`config.mk`:
```
export PLATFORM = sky130hd
export DESIGN_NAME = pov_multi
export DESIGN_NICKNAME = d
export VERILOG_FILES = /design/src/rtl/pov_multi.sv
export SDC_FILE = /design/constraint.sdc
export NUM_CORES = 1
export LEC_CHECK = 0
export CORE_MARGIN = 10
export CORE_UTILIZATION = 60
export CTS_CLUSTER_DIAMETER = 50
export DETAILED_ROUTE_END_ITERATION = 6
export PLACE_DENSITY = 0.84
export SLEW_MARGIN = 20
export SYNTH_ARGS = -nofsm -noshare
export SYNTH_HDL_FRONTEND = slang
export SYNTH_SLANG_ARGS = --single-unit
```
`constraint.sdc`:
```
create_clock -name clk -period 14.89 [get_ports clk]
set_input_delay 3.7225 -clock clk [delete_from_list [all_inputs] [get_ports clk]]
set_output_delay 3.7225 -clock clk [all_outputs]
set_load 0.02 [all_outputs]
```
`src/rtl/pov_multi.sv`:
```
// pov_multi - SPI-loaded, double-buffered bank of NCH two-component vectors.
//
// Frames shifted in over SPI land in per-channel staging registers. They only
// become live (o_vec) on a load_if_ready pulse, so a consumer sampling o_vec
// between frame boundaries never sees a half-updated set of vectors.
//
// Frame (MSB first): CMD[1:0], ADDR[ADDR_W-1:0], payload.
//   CMD 00 single    : X then Y for channel ADDR (2*VW bits)
//   CMD 01 broadcast : X,Y for channel 0 .. NCH-1 (NCH*2*VW bits), ADDR ignored
//   CMD 1x           : rejected
//
// Ports:
//   clk            system clock
//   reset_n        synchronous active-low reset
//   i_sclk/i_ss_n/i_mosi  asynchronous SPI pins (mode 0, sampled on SCLK rise)
//   load_if_ready  one-cycle frame-boundary pulse; staged data may go live
//   i_nudge        per-component +/-1 request (bit 2k = ch k X, 2k+1 = ch k Y)
//   i_nudge_dir    0 = decrement, 1 = increment
//   o_vec          live vectors, ch0 X in the MSBs, then ch0 Y, ch1 X, ...
//   o_pending      per-channel "staging holds unloaded data"
//   o_frame_err    one-cycle pulse when a frame header is rejected
module pov_multi #(
  parameter int                  NCH    = 3,
  parameter int                  VW     = 15,
  parameter int                  ADDR_W = 2,
  parameter logic [NCH*2*VW-1:0] INIT   = '0
) (
  input  logic                clk,
  input  logic                reset_n,
  input  logic                i_sclk,
  input  logic                i_ss_n,
  input  logic                i_mosi,
  input  logic                load_if_ready,
  input  logic [2*NCH-1:0]    i_nudge,
  input  logic                i_nudge_dir,
  output logic [NCH*2*VW-1:0] o_vec,
  output logic [NCH-1:0]      o_pending,
  output logic                o_frame_err
);

  localparam int H  = 2 + ADDR_W;
  localparam int PW = NCH * 2 * VW;
  localparam int CW = $clog2(H + PW);

  localparam logic [CW-1:0]     HDR_LAST    = CW'(H - 1);
  localparam logic [CW-1:0]     SINGLE_LAST = CW'(H + 2 * VW - 1);
  localparam logic [CW-1:0]     BCAST_LAST  = CW'(H + PW - 1);
  localparam logic [CW-1:0]     CNT_ONE     = CW'(1);
  localparam logic [ADDR_W:0]   NCH_A       = (ADDR_W + 1)'(NCH);

  // Wrapping +/-1 on a two's-complement component.
  function automatic logic [VW-1:0] nudge_f(input logic [VW-1:0] v, input logic up);
    logic [VW-1:0] r;
    if (up) begin
      r = v + VW'(1);
    end else begin
      r = v - VW'(1);
    end
    return r;
  endfunction

  // ---------------------------------------------------------------- sync
  logic [2:0] sclk_sync_r;
  logic [1:0] ss_sync_r;
  logic [1:0] mosi_sync_r;

  // Bring the asynchronous SPI pins into the clk domain
  always_ff @(posedge clk) begin
    if (!reset_n) begin
      sclk_sync_r <= 3'b000;
      ss_sync_r   <= 2'b00;
      mosi_sync_r <= 2'b00;
    end else begin
      sclk_sync_r <= {sclk_sync_r[1:0], i_sclk};
      ss_sync_r   <= {ss_sync_r[0], i_ss_n};
      mosi_sync_r <= {mosi_sync_r[0], i_mosi};
    end
  end

  logic sclk_rise_s;
  logic ss_high_s;
  logic mosi_s;

  // Rising edge of SCLK seen as stage3=0, stage2=1
  always_comb begin
    sclk_rise_s = (sclk_sync_r[2:1] == 2'b01);
    ss_high_s   = ss_sync_r[1];
    mosi_s      = mosi_sync_r[1];
  end

  // -------------------------------------------------------------- header
  logic [CW-1:0]     cnt_r;
  logic [H-2:0]      hdr_r;
  logic [H-1:0]      hdr_full_s;
  logic [1:0]        hdr_cmd_s;
  logic [ADDR_W-1:0] hdr_addr_s;
  logic              hdr_bcast_s;
  logic              hdr_rej_s;

  // Decode the header as its last bit arrives, so length is known immediately
  always_comb begin
    hdr_full_s  = {hdr_r, mosi_s};
    hdr_cmd_s   = hdr_full_s[H-1:H-2];
    hdr_addr_s  = hdr_full_s[ADDR_W-1:0];
    hdr_bcast_s = 1'b0;
    hdr_rej_s   = 1'b0;
    case (hdr_cmd_s)
      2'b00:   hdr_rej_s   = ({1'b0, hdr_addr_s} >= NCH_A);
      2'b01:   hdr_bcast_s = 1'b1;
      default: hdr_rej_s   = 1'b1;
    endcase
  end

  // --------------------------------------------------------- frame engine
  logic [CW-1:0]     last_r;
  logic              rej_r;
  logic              bcast_r;
  logic [ADDR_W-1:0] addr_r;
  logic [PW-1:0]     shreg_r;
  logic              done_r;
  logic              done_bcast_r;
  logic [ADDR_W-1:0] done_addr_r;
  logic              err_r;

  // Bit counter, header capture, payload shift and end-of-frame flag
  always_ff @(posedge clk) begin
    if (!reset_n) begin
      cnt_r        <= '0;
      hdr_r        <= '0;
      last_r       <= SINGLE_LAST;
      rej_r        <= 1'b0;
      bcast_r      <= 1'b0;
      addr_r       <= '0;
      shreg_r      <= '0;
      done_r       <= 1'b0;
      done_bcast_r <= 1'b0;
      done_addr_r  <= '0;
      err_r        <= 1'b0;
    end else begin
      done_r <= 1'b0;
      err_r  <= 1'b0;
      if (ss_high_s) begin
        // Deselect drops any partial frame silently.
        cnt_r <= '0;
      end else if (sclk_rise_s) begin
        if (cnt_r < HDR_LAST) begin
          hdr_r <= hdr_full_s[H-2:0];
          cnt_r <= cnt_r + CNT_ONE;
        end else if (cnt_r == HDR_LAST) begin
          hdr_r   <= hdr_full_s[H-2:0];
          bcast_r <= hdr_bcast_s;
          rej_r   <= hdr_rej_s;
          addr_r  <= hdr_addr_s;
          err_r   <= hdr_rej_s;
          // A rejected frame is clocked through as single length.
          last_r  <= hdr_bcast_s ? BCAST_LAST : SINGLE_LAST;
          cnt_r   <= cnt_r + CNT_ONE;
        end else begin
          shreg_r <= {shreg_r[PW-2:0], mosi_s};
          if (cnt_r == last_r) begin
            // Wrap so another frame may follow under the same /SS.
            cnt_r        <= '0;
            done_r       <= ~rej_r;
            done_bcast_r <= bcast_r;
            done_addr_r  <= addr_r;
          end else begin
            cnt_r <= cnt_r + CNT_ONE;
          end
        end
      end
    end
  end

  // ------------------------------------------------------ staging / live
  logic [VW-1:0]  live_x_r  [NCH];
  logic [VW-1:0]  live_y_r  [NCH];
  logic [VW-1:0]  stage_x_r [NCH];
  logic [VW-1:0]  stage_y_r [NCH];
  logic [NCH-1:0] pend_r;

  logic [VW-1:0]  new_x_s [NCH];
  logic [VW-1:0]  new_y_s [NCH];
  logic [NCH-1:0] commit_s;
  logic [NCH-1:0] nudged_s;
  logic [NCH-1:0] pend_next_s;

  // Per-channel commit targets, incoming payload and next pending state
  always_comb begin
    commit_s    = '0;
    nudged_s    = '0;
    pend_next_s = '0;
    for (int k = 0; k < NCH; k++) begin
      new_x_s[k] = '0;
      new_y_s[k] = '0;
      if (done_bcast_r) begin
        new_x_s[k] = shreg_r[(NCH-1-k)*2*VW + VW +: VW];
        new_y_s[k] = shreg_r[(NCH-1-k)*2*VW +: VW];
      end else begin
        new_x_s[k] = shreg_r[2*VW-1:VW];
        new_y_s[k] = shreg_r[VW-1:0];
      end
      commit_s[k] = done_r & (done_bcast_r | (done_addr_r == ADDR_W'(k)));
      nudged_s[k] = load_if_ready & (i_nudge[2*k] | i_nudge[2*k+1]);
      // A nudge discards staging even if a frame commits in the same cycle.
      if (nudged_s[k]) begin
        pend_next_s[k] = 1'b0;
      end else begin
        pend_next_s[k] = (pend_r[k] & ~load_if_ready) | commit_s[k];
      end
    end
  end

  // Write staging, apply go-live and nudges on the frame boundary
  always_ff @(posedge clk) begin
    if (!reset_n) begin
      for (int k = 0; k < NCH; k++) begin
        live_x_r[k]  <= INIT[(NCH-1-k)*2*VW + VW +: VW];
        live_y_r[k]  <= INIT[(NCH-1-k)*2*VW +: VW];
        stage_x_r[k] <= '0;
        stage_y_r[k] <= '0;
      end
      pend_r <= '0;
    end else begin
      for (int k = 0; k < NCH; k++) begin
        if (commit_s[k]) begin
          stage_x_r[k] <= new_x_s[k];
          stage_y_r[k] <= new_y_s[k];
        end
        if (nudged_s[k]) begin
          if (i_nudge[2*k]) begin
            live_x_r[k] <= nudge_f(live_x_r[k], i_nudge_dir);
          end
          if (i_nudge[2*k+1]) begin
            live_y_r[k] <= nudge_f(live_y_r[k], i_nudge_dir);
          end
        end else if (load_if_ready && pend_r[k]) begin
          // Old staging goes live; a same-cycle commit lands behind it.
          live_x_r[k] <= stage_x_r[k];
          live_y_r[k] <= stage_y_r[k];
        end
      end
      pend_r <= pend_next_s;
    end
  end

  // Pack live registers onto the output bus
  always_comb begin
    o_vec = '0;
    for (int k = 0; k < NCH; k++) begin
      o_vec[(NCH-1-k)*2*VW + VW +: VW] = live_x_r[k];
      o_vec[(NCH-1-k)*2*VW +: VW]      = live_y_r[k];
    end
  end

  assign o_pending   = pend_r;
  assign o_frame_err = err_r;

endmodule

```
==> results of run 1 <==
[cell usage after synthesis (all sizes together) (8+ instances only)]
cell type | n | area share (%)
a211oi | 20 | 0.95
o21ai | 77 | 2.5
xor2 | 34 | 1.9
clkbuf | 72 | 1.7
buf | 13 | 0.48
a21o | 21 | 1.0
nand2b | 19 | 0.75
nor3 | 19 | 0.60
o31ai | 9 | 0.43
a31oi | 18 | 0.71
xnor2 | 40 | 2.2
o211ai | 10 | 0.51
nand3 | 10 | 0.32
dfxtp | 120 | 15
nor4 | 9 | 0.36
a21boi | 96 | 4.6
mux2i | 8 | 0.51
inv | 36 | 0.86
ha | 80 | 6.3
nand2 | 404 | 9.6
o21a | 20 | 0.95
edfxtp | 180 | 34
o21bai | 8 | 0.38
a21oi | 152 | 4.8
and2 | 47 | 1.9
nor2b | 16 | 0.63
nor2 | 55 | 1.4
[power groups by stage]
| stage | sequential [W] | combinational, W | clock, W |
|---|---|---|---|
| 5_1_grt | 0.000950 | 0.000424 | 0.000901 |
| 6_report | 0.000947 | 0.000386 | 0.000861 |
| 4_1_cts | 0.000947 | 0.000384 | 0.000866 |
| 3_5_place_dp | 0.000964 | 0.000378 | 0 |
| 2_1_floorplan | 0.000989 | 0.000231 | 0 |
| 3_3_place_gp | 0.000963 | 0.000366 | 0 |
[logic make-up (layout without fill, tap and decap cells)]
family,count (synthesis),in the layout
AND/OR/NAND/NOR,609,609
XOR/XNOR,74,74
AO/OA/AOI/OAI,468,468
multiplexers,8,8
adder cells (fa/ha/maj),86,86
buffers and inverters,121,224
flip-flops,300,300
[cell usage in the layout, fill, tap and decap left out, types with 9 or more instances in the layout]
| cell | synthesis | layout |
|---|---|---|
| nand2_1 | 404 | 403 |
| edfxtp_1 | 180 | 180 |
| a21oi_1 | 152 | 152 |
| dfxtp_1 | 120 | 119 |
| clkdlybuf4s50_1 | 0 | 105 |
| a21boi_0 | 96 | 96 |
| ha_1 | 80 | 80 |
| o21ai_0 | 75 | 73 |
| nor2_1 | 54 | 54 |
| and2_1 | 45 | 45 |
| xnor2_1 | 40 | 40 |
| clkbuf_16 | 0 | 37 |
| inv_1 | 36 | 35 |
| xor2_1 | 34 | 34 |
| a21o_1 | 21 | 21 |
| a211oi_1 | 20 | 20 |
| o21a_1 | 20 | 20 |
| buf_4 | 0 | 20 |
| nand2b_1 | 19 | 19 |
| nor3_1 | 19 | 19 |
| a31oi_1 | 18 | 18 |
| nor2b_1 | 16 | 16 |
| nand3_1 | 10 | 10 |
| nor4_1 | 9 | 9 |
| o211ai_1 | 9 | 9 |
[sequential cells by signal, summed over array words and instances, names as in the netlist]
register,flops
stage_y_r,45
rej_r,1
ss_sync_r,2
shreg_r,90
cnt_r,7
addr_r,2
stage_x_r,45
hdr_r,3
done_r,1
last_r,2
mosi_sync_r,2
sclk_sync_r,3
done_addr_r,2
live_x_r,45
live_y_r,45
o_frame_err,1
o_pending,3
done_bcast_r,1
[worst max-delay path by stage]
stage,startpoint,end,slack (ps),cells after the start
after global placement,i_nudge_dir,live_x_r[2][12],6580,11
final,i_nudge_dir,live_x_r[2][12],6820,11
after global routing,i_nudge_dir,live_x_r[2][12],6500,11
after CTS,i_nudge_dir,live_y_r[2][12],6900,11
after floorplan,i_nudge_dir,live_y_r[1][13],7350,11
after detailed placement,i_nudge_dir,live_y_r[2][12],6360,11
[routing by layer]
| metal | share of wire, % | vias up | GRT usage [%] |
|---|---|---|---|
| li1 | - | 6057 | - |
| met1 | 40 | 6039 | 28.0 |
| met2 | 50 | 504 | 39.4 |
| met3 | 6.9 | 105 | 3.84 |
| met4 | 3.4 | 0 | 8.82 |
| met5 | 0 | - | 0 |
[stage by stage]
stage                     hold slack, ps  cells
after floorplan                      399   1666
after global placement               413   2042
after detailed placement             416   2042
after CTS                            429   2104
after global routing                 449   2104
final                                427   2104
[cell type report]
class | count | area (sq um) | share of cell area (%)
clock buffers | 45 | 986 | 5.41
flip-flops and latches | 300 | 7810 | 42.8
repair buffers | 126 | 1210 | 6.62
clock inverters | 17 | 178 | 0.974
inverters | 36 | 135 | 0.741
multi-input cells | 1245 | 7500 | 41.1
well taps | 335 | 419 | 2.30
[worst max-delay path: cells and delay by family]
kind,cells,cell delay [ps]
xor gates and xnor gates,1,150
buffers and inverters,3,2540
adders and majority gates,1,390
AOI/OAI and AO/OA,6,1460
==> run metrics, run 1 <==
grt ovf=0; post-synthesis share of cell area spent on xor and xnor gates=4.11%; total number of clock tree sinks=300; main combinational cell family by area after synthesis=compound AO/OA/AOI/OAI gates; vias in the first global route=12400; Setup TNS Final=0 ps; Remaining DRCs=0; fraction of layout instances using a drive strength above 1=5.14%; unique cell type count in the Yosys netlist=62; Tightest Hold Check Type=reg -> reg; input/output buffers=106; placement row count=59; Initial DRC Count=about 1300; endpoint class of the critical path=flip-flop; clock network power share=39.2%; synthesized-area fraction occupied by ao, oa, aoi and oai cells=18.9%; starting density of the core=about three fifths; count of filler cells inserted in the layout=1873; Clock Pin Slew Worst Setup and Hold Paths=60 ps; final antenna-violating net count=0; RePlAce Congestion=0.890; critical path data arrival time=8310 ps; die width=about 180 um; Crit Path Max Fanout=43; number of flops mapped to enable cells by yosys=180; postcts setup bufs=0; Layout Utilization=70.2%; setup slack after layout=6820 ps; pin count of the biggest net entering global routing=95; final routed wire length divided by cell count=between 15 and 20 um; Clock Tree Buf Depth=3; TritonCTS clock tree=done; part of the cycle the worst path needs=54.2%; global-route usage over all layers=22.9%; wire length of the first global-routing pass=63.4 mm; logic gate share of total power=17.6%; initial antenna violation count=0; number of warnings issued by yosys=0; proportion of register bits with asynchronous set or reset after synthesis=0%; flops & latches, synth=300; sequential power share=a little over two fifths; Non-Filler Cell Area, Final=approximately 0.018 sq mm; internal power of the cells=0.00161 W; final period demand of the worst path=about 8100 ps; detailed-routing iteration count for the pre-antenna-repair pass=6; total wirelength of the detailed-routed design=39.1 mm; unrepaired setup endpoints after global routing=false; transition at the pin with the smallest max-transition slack=1030 ps; result of the run=completed; fraction of the mapped netlist area in simple logic gates=16.8%; DPL Wire Length=about 27 mm; CP startpoint kind=input port; worst r2r path cells=8; worst endpoint required time=15130 ps; placement-stage cell area=around 0.017 sq mm; endpoint of the most critical register-to-register path=live_x_r[2][12]; endpoints failing setup=0; Slowest-stage cell, CP=clkdlybuf4s50_1; number of levels in the clock H-tree=2; adder and majority gate portion of the synthesized area=7.11%; most instantiated flip-flop cell in the synthesis netlist=edfxtp_1; netlist area before placement=around 0.016 sq mm; Top cell by count, worst path=o21ai_0; number of inserted diodes=0; Core Box Area=roughly 0.026 sq mm; r2r startpoint=live_x_r[2][0]; worst slack, placed=6360 ps; Static Leakage=6.60 nW; setup slack of the worst register-to-register path=about 12000 ps; post-synthesis sequential area ratio=49.5%; post-cts repair resize count=0; Die Height=182 um; max-slew violation total from the final report=0; worst IR drop on VDD=a little under 0.1 mV; number of maximum-capacitance constraint violations=0; worst rel slew slack=31.3%; number of buffers created by CTS=34; syn_area_per_cell=between 9 and 10 sq um; Via density=6.04; Clk Latency, worst-skew pair=around 510 ps; Synth-to-Final Area Change=15.6%; Largest stage delay, worst path=960 ps; max frequency=124 MHz; Power Total=0.00219 W; Hold Vio Cnt, Final=0; type of the setup path with the least slack=in -> reg; Switching Share=26.5%; switching power total=0.000581 W; Cell Pwr Density=between 100 and 150 mW/mm^2; number of vias in the routed layout=between 10000 and 15000; startpoint of the lowest-slack hold path=sclk_sync_r[0]; full die area=0.0332 sq mm; hold_buf cts=0; cell depth of the worst hold path=1; clock skew after layout=between 20 and 25 ps; cell breakdown of the critical path=clkdlybuf4s50_1 -> inv_2 -> buf_4 -> ha_1 -> a21o_1 -> a31oi_1 -> a22oi_1 -> a311oi_1 -> o21ai_0 -> xnor2_1 -> o21ai_0; post-synth net total=1765; portion of netlist area occupied by mux cells=0.508%; endpoint of the worst hold path=sclk_sync_r[1]; net count of the finished layout=~1800; clock root buffer master=clkbuf_16; total I/O pin count=about 110; post-synthesis instance total=~1700
Power figures use the tool's default switching activity.
==> run 2: changes to the inputs <==
clock period = 7.9 ns   (was 14.89 ns; I/O delays follow)
==> run metrics, run 2 (synthesized netlist as in run 1, its figures left out) <==
result of the run=completed; final routed wire length divided by cell count=18.5 um (-0.29%); number of levels in the clock H-tree=2 (unchanged); met3 routing resource usage after global routing=3.64% (-0.20 points); number of buffers created by CTS=34 (unchanged); largest register by flop count=shreg_r; max-slew violation total from the final report=0 (unchanged); CP startpoint kind=input port; number of maximum-capacitance constraint violations=0 (unchanged); Core Box Area=0.0260 sq mm (unchanged); global-route usage over all layers=22.8% (-0.050 points); Remaining DRCs=0 (unchanged); unrepaired setup endpoints after global routing=false; Setup TNS Final=0 ps (unchanged); input/output buffers=106 (unchanged); Most Used Layer, Global Route=met2; commonest non-fill, non-tap cell in the layout=nand2_1; max frequency=slightly below 200 MHz; global routing met1 resource utilization=28.1% (+0.080 points); cell depth of the worst hold path=1 (unchanged); number of vias in the routed layout=12600 (-0.52%); final period demand of the worst path=5170 ps; number of flip-flops under the largest register name=90 (unchanged); critical path data arrival time=5420 ps (-2890 ps); Synth-to-Final Area Change=15.5%; fraction of layout instances using a drive strength above 1=5.36% (+0.22 points); M2 GR Usage=39.4% (about the same); DPL Wire Length=26.8 mm (+1.1%); total number of clock tree sinks=300 (unchanged); Static Leakage=6.60 nW (about the same); setup slack of the worst register-to-register path=5120 ps (-6940 ps); hold_buf cts=0 (unchanged); Via density=6.00 (-0.66%); RePlAce Congestion=0.921 (+3.5%); grt ovf=0 (unchanged); total wirelength of the detailed-routed design=39.0 mm (-0.15%); Hold Vio Cnt, Final=0 (unchanged); Placed Instances=2045 (+0.15%); initial antenna violation count=0 (unchanged); Worst Hold Margin=435 ps (+7.22 ps); full die area=0.0332 sq mm (unchanged); wire length of the first global-routing pass=63.2 mm (-0.24%); die width=182 um (unchanged); worst slack, placed=2260 ps (-4110 ps); endpoint class of the critical path=flip-flop; type of the setup path with the least slack=in -> reg; worst IR drop on VDD=0.149 mV (+55%); Initial DRC Count=1131 (-11%); worst r2r path cells=9 (+1); worst rel slew slack=33.3% (+2.0 points); worst endpoint required time=8150 ps (-6980 ps); Die Height=182 um (unchanged); pin count of the biggest net entering global routing=95 (unchanged); final standard cell count with taps included and fillers excluded=2107 (+0.14%); Clock Tree Buf Depth=3 (unchanged); vias in the first global route=12400 (+0.29%); Crit Path Max Fanout=30 (-30%); postcts setup bufs=0 (unchanged); part of the cycle the worst path needs=65.4%; post-cts repair resize count=0 (unchanged); total I/O pin count=107 (unchanged); number of inserted diodes=0 (unchanged); transition at the pin with the smallest max-transition slack=999 ps (-27.7 ps); setup slack after layout=2730 ps (-4090 ps); Tightest Hold Check Type=reg -> reg; Cell Pwr Density=223 mW/mm^2 (+86%); clock skew after layout=15.3 ps (-5.57 ps); Clk Latency, worst-skew pair=510 ps (about the same); detailed-routing iteration count for the pre-antenna-repair pass=7 (+1); Clock Pin Slew Worst Setup and Hold Paths=60 ps (about the same); TritonCTS clock tree=done; placement row count=59 (unchanged); clock root buffer master=clkbuf_16; endpoints failing setup=0 (unchanged); most frequent cells in the layout=nand2_1, edfxtp_1, a21oi_1; final antenna-violating net count=0 (unchanged); net count of the finished layout=1845 (+0.16%); starting density of the core=60.7% (unchanged)
-- run 2: cell count changes in the layout (fill, tap and decap cells not counted), sizes merged --
cell    delta
bufinv     -2
clkbuf     +1
clkinv     +2
inv        -1
buf        +3
-- run 2: cell type report --
| cell class | instances | area [sq um] |
|---|---|---|
| inverters | 36 | 135 |
| well taps | 335 | 419 |
| clock inverters | 16 | 128 |
| fillers | 1917 | 7780 |
| clock buffers | 46 | 990 |
| multi-input cells | 1245 | 7500 |
| repair buffers | 129 | 1230 |
| flip-flops and latches | 300 | 7810 |
-- run 2: through the flow --
stage / utilization [%] / area (sq um) / total power, W
3_3_place_gp: 65.8 / 17100 / 0.00251
5_1_grt: 70.1 / 18200 / 0.00422
6_report: 70.1 / 18200 / 0.00407
4_1_cts: 70.1 / 18200 / 0.00407
2_1_floorplan: - / 15800 / 0.00230
3_5_place_dp: 65.8 / 17100 / 0.00253
-- run 2: where the power goes --
group	switching [W]	internal [W]	total, W	leakage, nW
clock network	0.000636	0.000923	0.00156	0.554
logic	0.000404	0.000318	0.000722	3.19
registers	0.0000482	0.00174	0.00179	2.85
total	0.00109	0.00298	0.00407	6.60
-- run 2: path summary, 6_finish.rpt --
kind / end / start
worst max-delay path: live_y_r[1][13] / i_nudge_dir
worst min register to register: ss_sync_r[1] / ss_sync_r[0]
worst min-delay path: ss_sync_r[1] / ss_sync_r[0]
worst max register to register: live_x_r[1][14] / live_x_r[1][0]
-- run 2: worst max-delay path: stages --
cell	delay [ps]
clkdlybuf4s50_1	390
buf_4	230
inv_2	540
buf_4	480
ha_1	380
a21o_1	210
a22oi_1	240
o2111ai_1	180
a211o_1	320
a31oi_1	200
xor2_1	160
o21ai_0	90
-- run 2: metal layers --
metal | part of all wire (%) | wire length [um] | vias up
met4 | 3.3 | 1280 | 0
li1 | - | - | 6055
met5 | 0 | 0 | -
met1 | 41 | 16000 | 6022
met3 | 5.9 | 2300 | 101
met2 | 50 | 19400 | 461
==> run 3: changes to the inputs <==
clock period = 5.4 ns   (was 7.9 ns; I/O delays follow)
==> run metrics, run 3 (synthesized netlist as in run 1, its figures left out) <==
result of the run=completed; fraction of layout instances using a drive strength above 1=5.30% (-0.062 points); Clk Latency, worst-skew pair=510 ps (about the same); r2r startpoint=live_y_r[2][0]; Slowest-stage cell, CP=inv_2; endpoints failing setup=0 (unchanged); number of levels in the clock H-tree=2 (unchanged); Die Height=182 um (unchanged); Remaining DRCs=0 (unchanged); setup slack of the worst register-to-register path=2450 ps (-2670 ps); endpoint class of the critical path=flip-flop; DPL Wire Length=26.7 mm (-0.29%); total I/O pin count=107 (unchanged); final routed wire length divided by cell count=18.3 um (-1.2%); endpoint of the most critical register-to-register path=live_y_r[2][12]; clock root buffer master=clkbuf_16; worst IR drop on VDD=0.264 mV (+78%); transition at the pin with the smallest max-transition slack=1000 ps (+2.86 ps); number of maximum-capacitance constraint violations=0 (unchanged); postcts setup bufs=0 (unchanged); commonest non-fill, non-tap cell in the layout=nand2_1; final antenna-violating net count=0 (unchanged); M2 GR Usage=38.5% (-0.87 points); critical path data arrival time=4480 ps (-940 ps); worst endpoint required time=5660 ps (-2490 ps); post-cts repair resize count=0 (unchanged); hold_buf cts=0 (unchanged); RePlAce Congestion=0.922 (+0.11%); Clock Pin Slew Worst Setup and Hold Paths=60 ps (about the same); Power Total=0.00606 W (+49%); Most Used Layer, Global Route=met2; global-route usage over all layers=22.3% (-0.51 points); max frequency=237 MHz; number of buffers created by CTS=34 (unchanged); total wirelength of the detailed-routed design=38.6 mm (-1.1%); placement row count=59 (unchanged); detailed-routing iteration count for the pre-antenna-repair pass=7 (unchanged); pin count of the biggest net entering global routing=91 (-4.2%); Static Leakage=6.62 nW (+0.36%); full die area=0.0332 sq mm (unchanged); Clock Tree Buf Depth=3 (unchanged); net count of the finished layout=1847 (+0.11%); cell breakdown of the critical path=clkdlybuf4s50_1 -> inv_2 -> buf_4 -> ha_1 -> a21o_1 -> a31oi_1 -> a22oi_1 -> a311oi_1 -> a21oi_1 -> xnor2_1 -> o21ai_0; vias in the first global route=12400 (-0.68%); worst r2r path cells=8 (-1); global routing met1 resource utilization=27.2% (-0.95 points); final period demand of the worst path=4230 ps; met3 routing resource usage after global routing=3.58% (-0.059 points); input/output buffers=106 (unchanged); Hold Vio Cnt, Final=0 (unchanged); count of filler cells inserted in the layout=1854 (-3.3%); number of flip-flops under the largest register name=90 (unchanged); Setup TNS Final=0 ps (unchanged); Tightest Hold Check Type=reg -> reg; starting density of the core=60.7% (unchanged); Synth-to-Final Area Change=16.0%; Cell Pwr Density=331 mW/mm^2 (+48%); part of the cycle the worst path needs=between 70 and 80%; Core Box Area=0.0260 sq mm (unchanged); TritonCTS clock tree=done; Critical Path End=live_x_r[2][14]; number of inserted diodes=0 (unchanged); die width=182 um (unchanged); worst rel slew slack=33.1% (-0.19 points); largest register by flop count=shreg_r; clock skew after layout=13.9 ps (-1.40 ps); number of vias in the routed layout=12800 (+0.93%); total number of clock tree sinks=300 (unchanged); most frequent cells in the layout=nand2_1, edfxtp_1, a21oi_1; type of the setup path with the least slack=in -> reg; Via density=6.05 (+0.83%); Crit Path Max Fanout=23 (-23%); Initial DRC Count=1148 (+1.5%); wire length of the first global-routing pass=62.1 mm (-1.7%); unrepaired setup endpoints after global routing=false; CP startpoint kind=input port; initial antenna violation count=0 (unchanged); grt ovf=0 (unchanged); max-slew violation total from the final report=0 (unchanged); first element of the critical path=i_nudge_dir; Largest stage delay, worst path=450 ps (-90 ps)
## run 3: cell types whose count changed in the layout (fill, tap and decap cells not counted)
cell	previous run	this run
buf_12	0	1
buf_4	23	24
bufinv_16	1	4
clkbuf_1	6	8
clkbuf_8	3	1
clkinv_1	2	3
clkinv_2	6	2
clkinv_4	1	2
clkinvlp_4	1	2
inv_4	1	0
inv_8	1	0
## run 3: area by class of cell
| class | instances | area (sq um) | share of cell area, % |
|---|---|---|---|
| multi-input cells | 1245 | 7500 | 41.0 |
| clock inverters | 16 | 200 | 1.09 |
| clock buffers | 46 | 970 | 5.30 |
| well taps | 335 | 419 | 2.29 |
| inverters | 36 | 135 | 0.739 |
| flip-flops and latches | 300 | 7810 | 42.7 |
| repair buffers | 131 | 1260 | 6.87 |
## run 3: worst max-delay path, delay by kind of cell
kind | cells | cell delay (ps)
compound gates | 6 | 1400
xor+xnor | 1 | 170
buf+inv | 3 | 1230
fa+ha+maj | 1 | 320
## run 3: how the worst min path moves through the flow
stage	startpoint	end	cells after the start
6_report	mosi_sync_r[0]	mosi_sync_r[1]	1
3_3_place_gp	sclk_sync_r[0]	sclk_sync_r[1]	1
5_1_grt	sclk_sync_r[0]	sclk_sync_r[1]	1
2_1_floorplan	rej_r	done_r	1
4_1_cts	ss_sync_r[0]	ss_sync_r[1]	1
3_5_place_dp	rej_r	done_r	1
## run 3: power by group
| part | total, W | internal, W | switching, W |
|---|---|---|---|
| clock | 0.00238 | 0.00146 | 0.000915 |
| sequential | 0.00261 | 0.00254 | 0.0000668 |
| combinational | 0.00107 | 0.000467 | 0.000601 |
| total | 0.00606 | 0.00447 | 0.00158 |
## run 3: layer usage
layer	up-vias	wire (um)
li1	6063	-
met1	6081	15300
met2	501	19100
met3	111	2660
met4	0	1430
met5	-	0
## run 3: metrics by stage
step | area (sq um) | cells | hold slack, ps | setup slack (ps) | utilization (%)
floorplan | 15800 | 1666 | 399 | 230 | -
global placement | 17100 | 2047 | 415 | 843 | 65.9
detailed placement | 17100 | 2047 | 418 | 663 | 65.9
CTS | 18300 | 2109 | 435 | 1170 | 70.4
global route | 18300 | 2109 | 459 | 934 | 70.4
finish | 18300 | 2109 | 430 | 1170 | 70.4
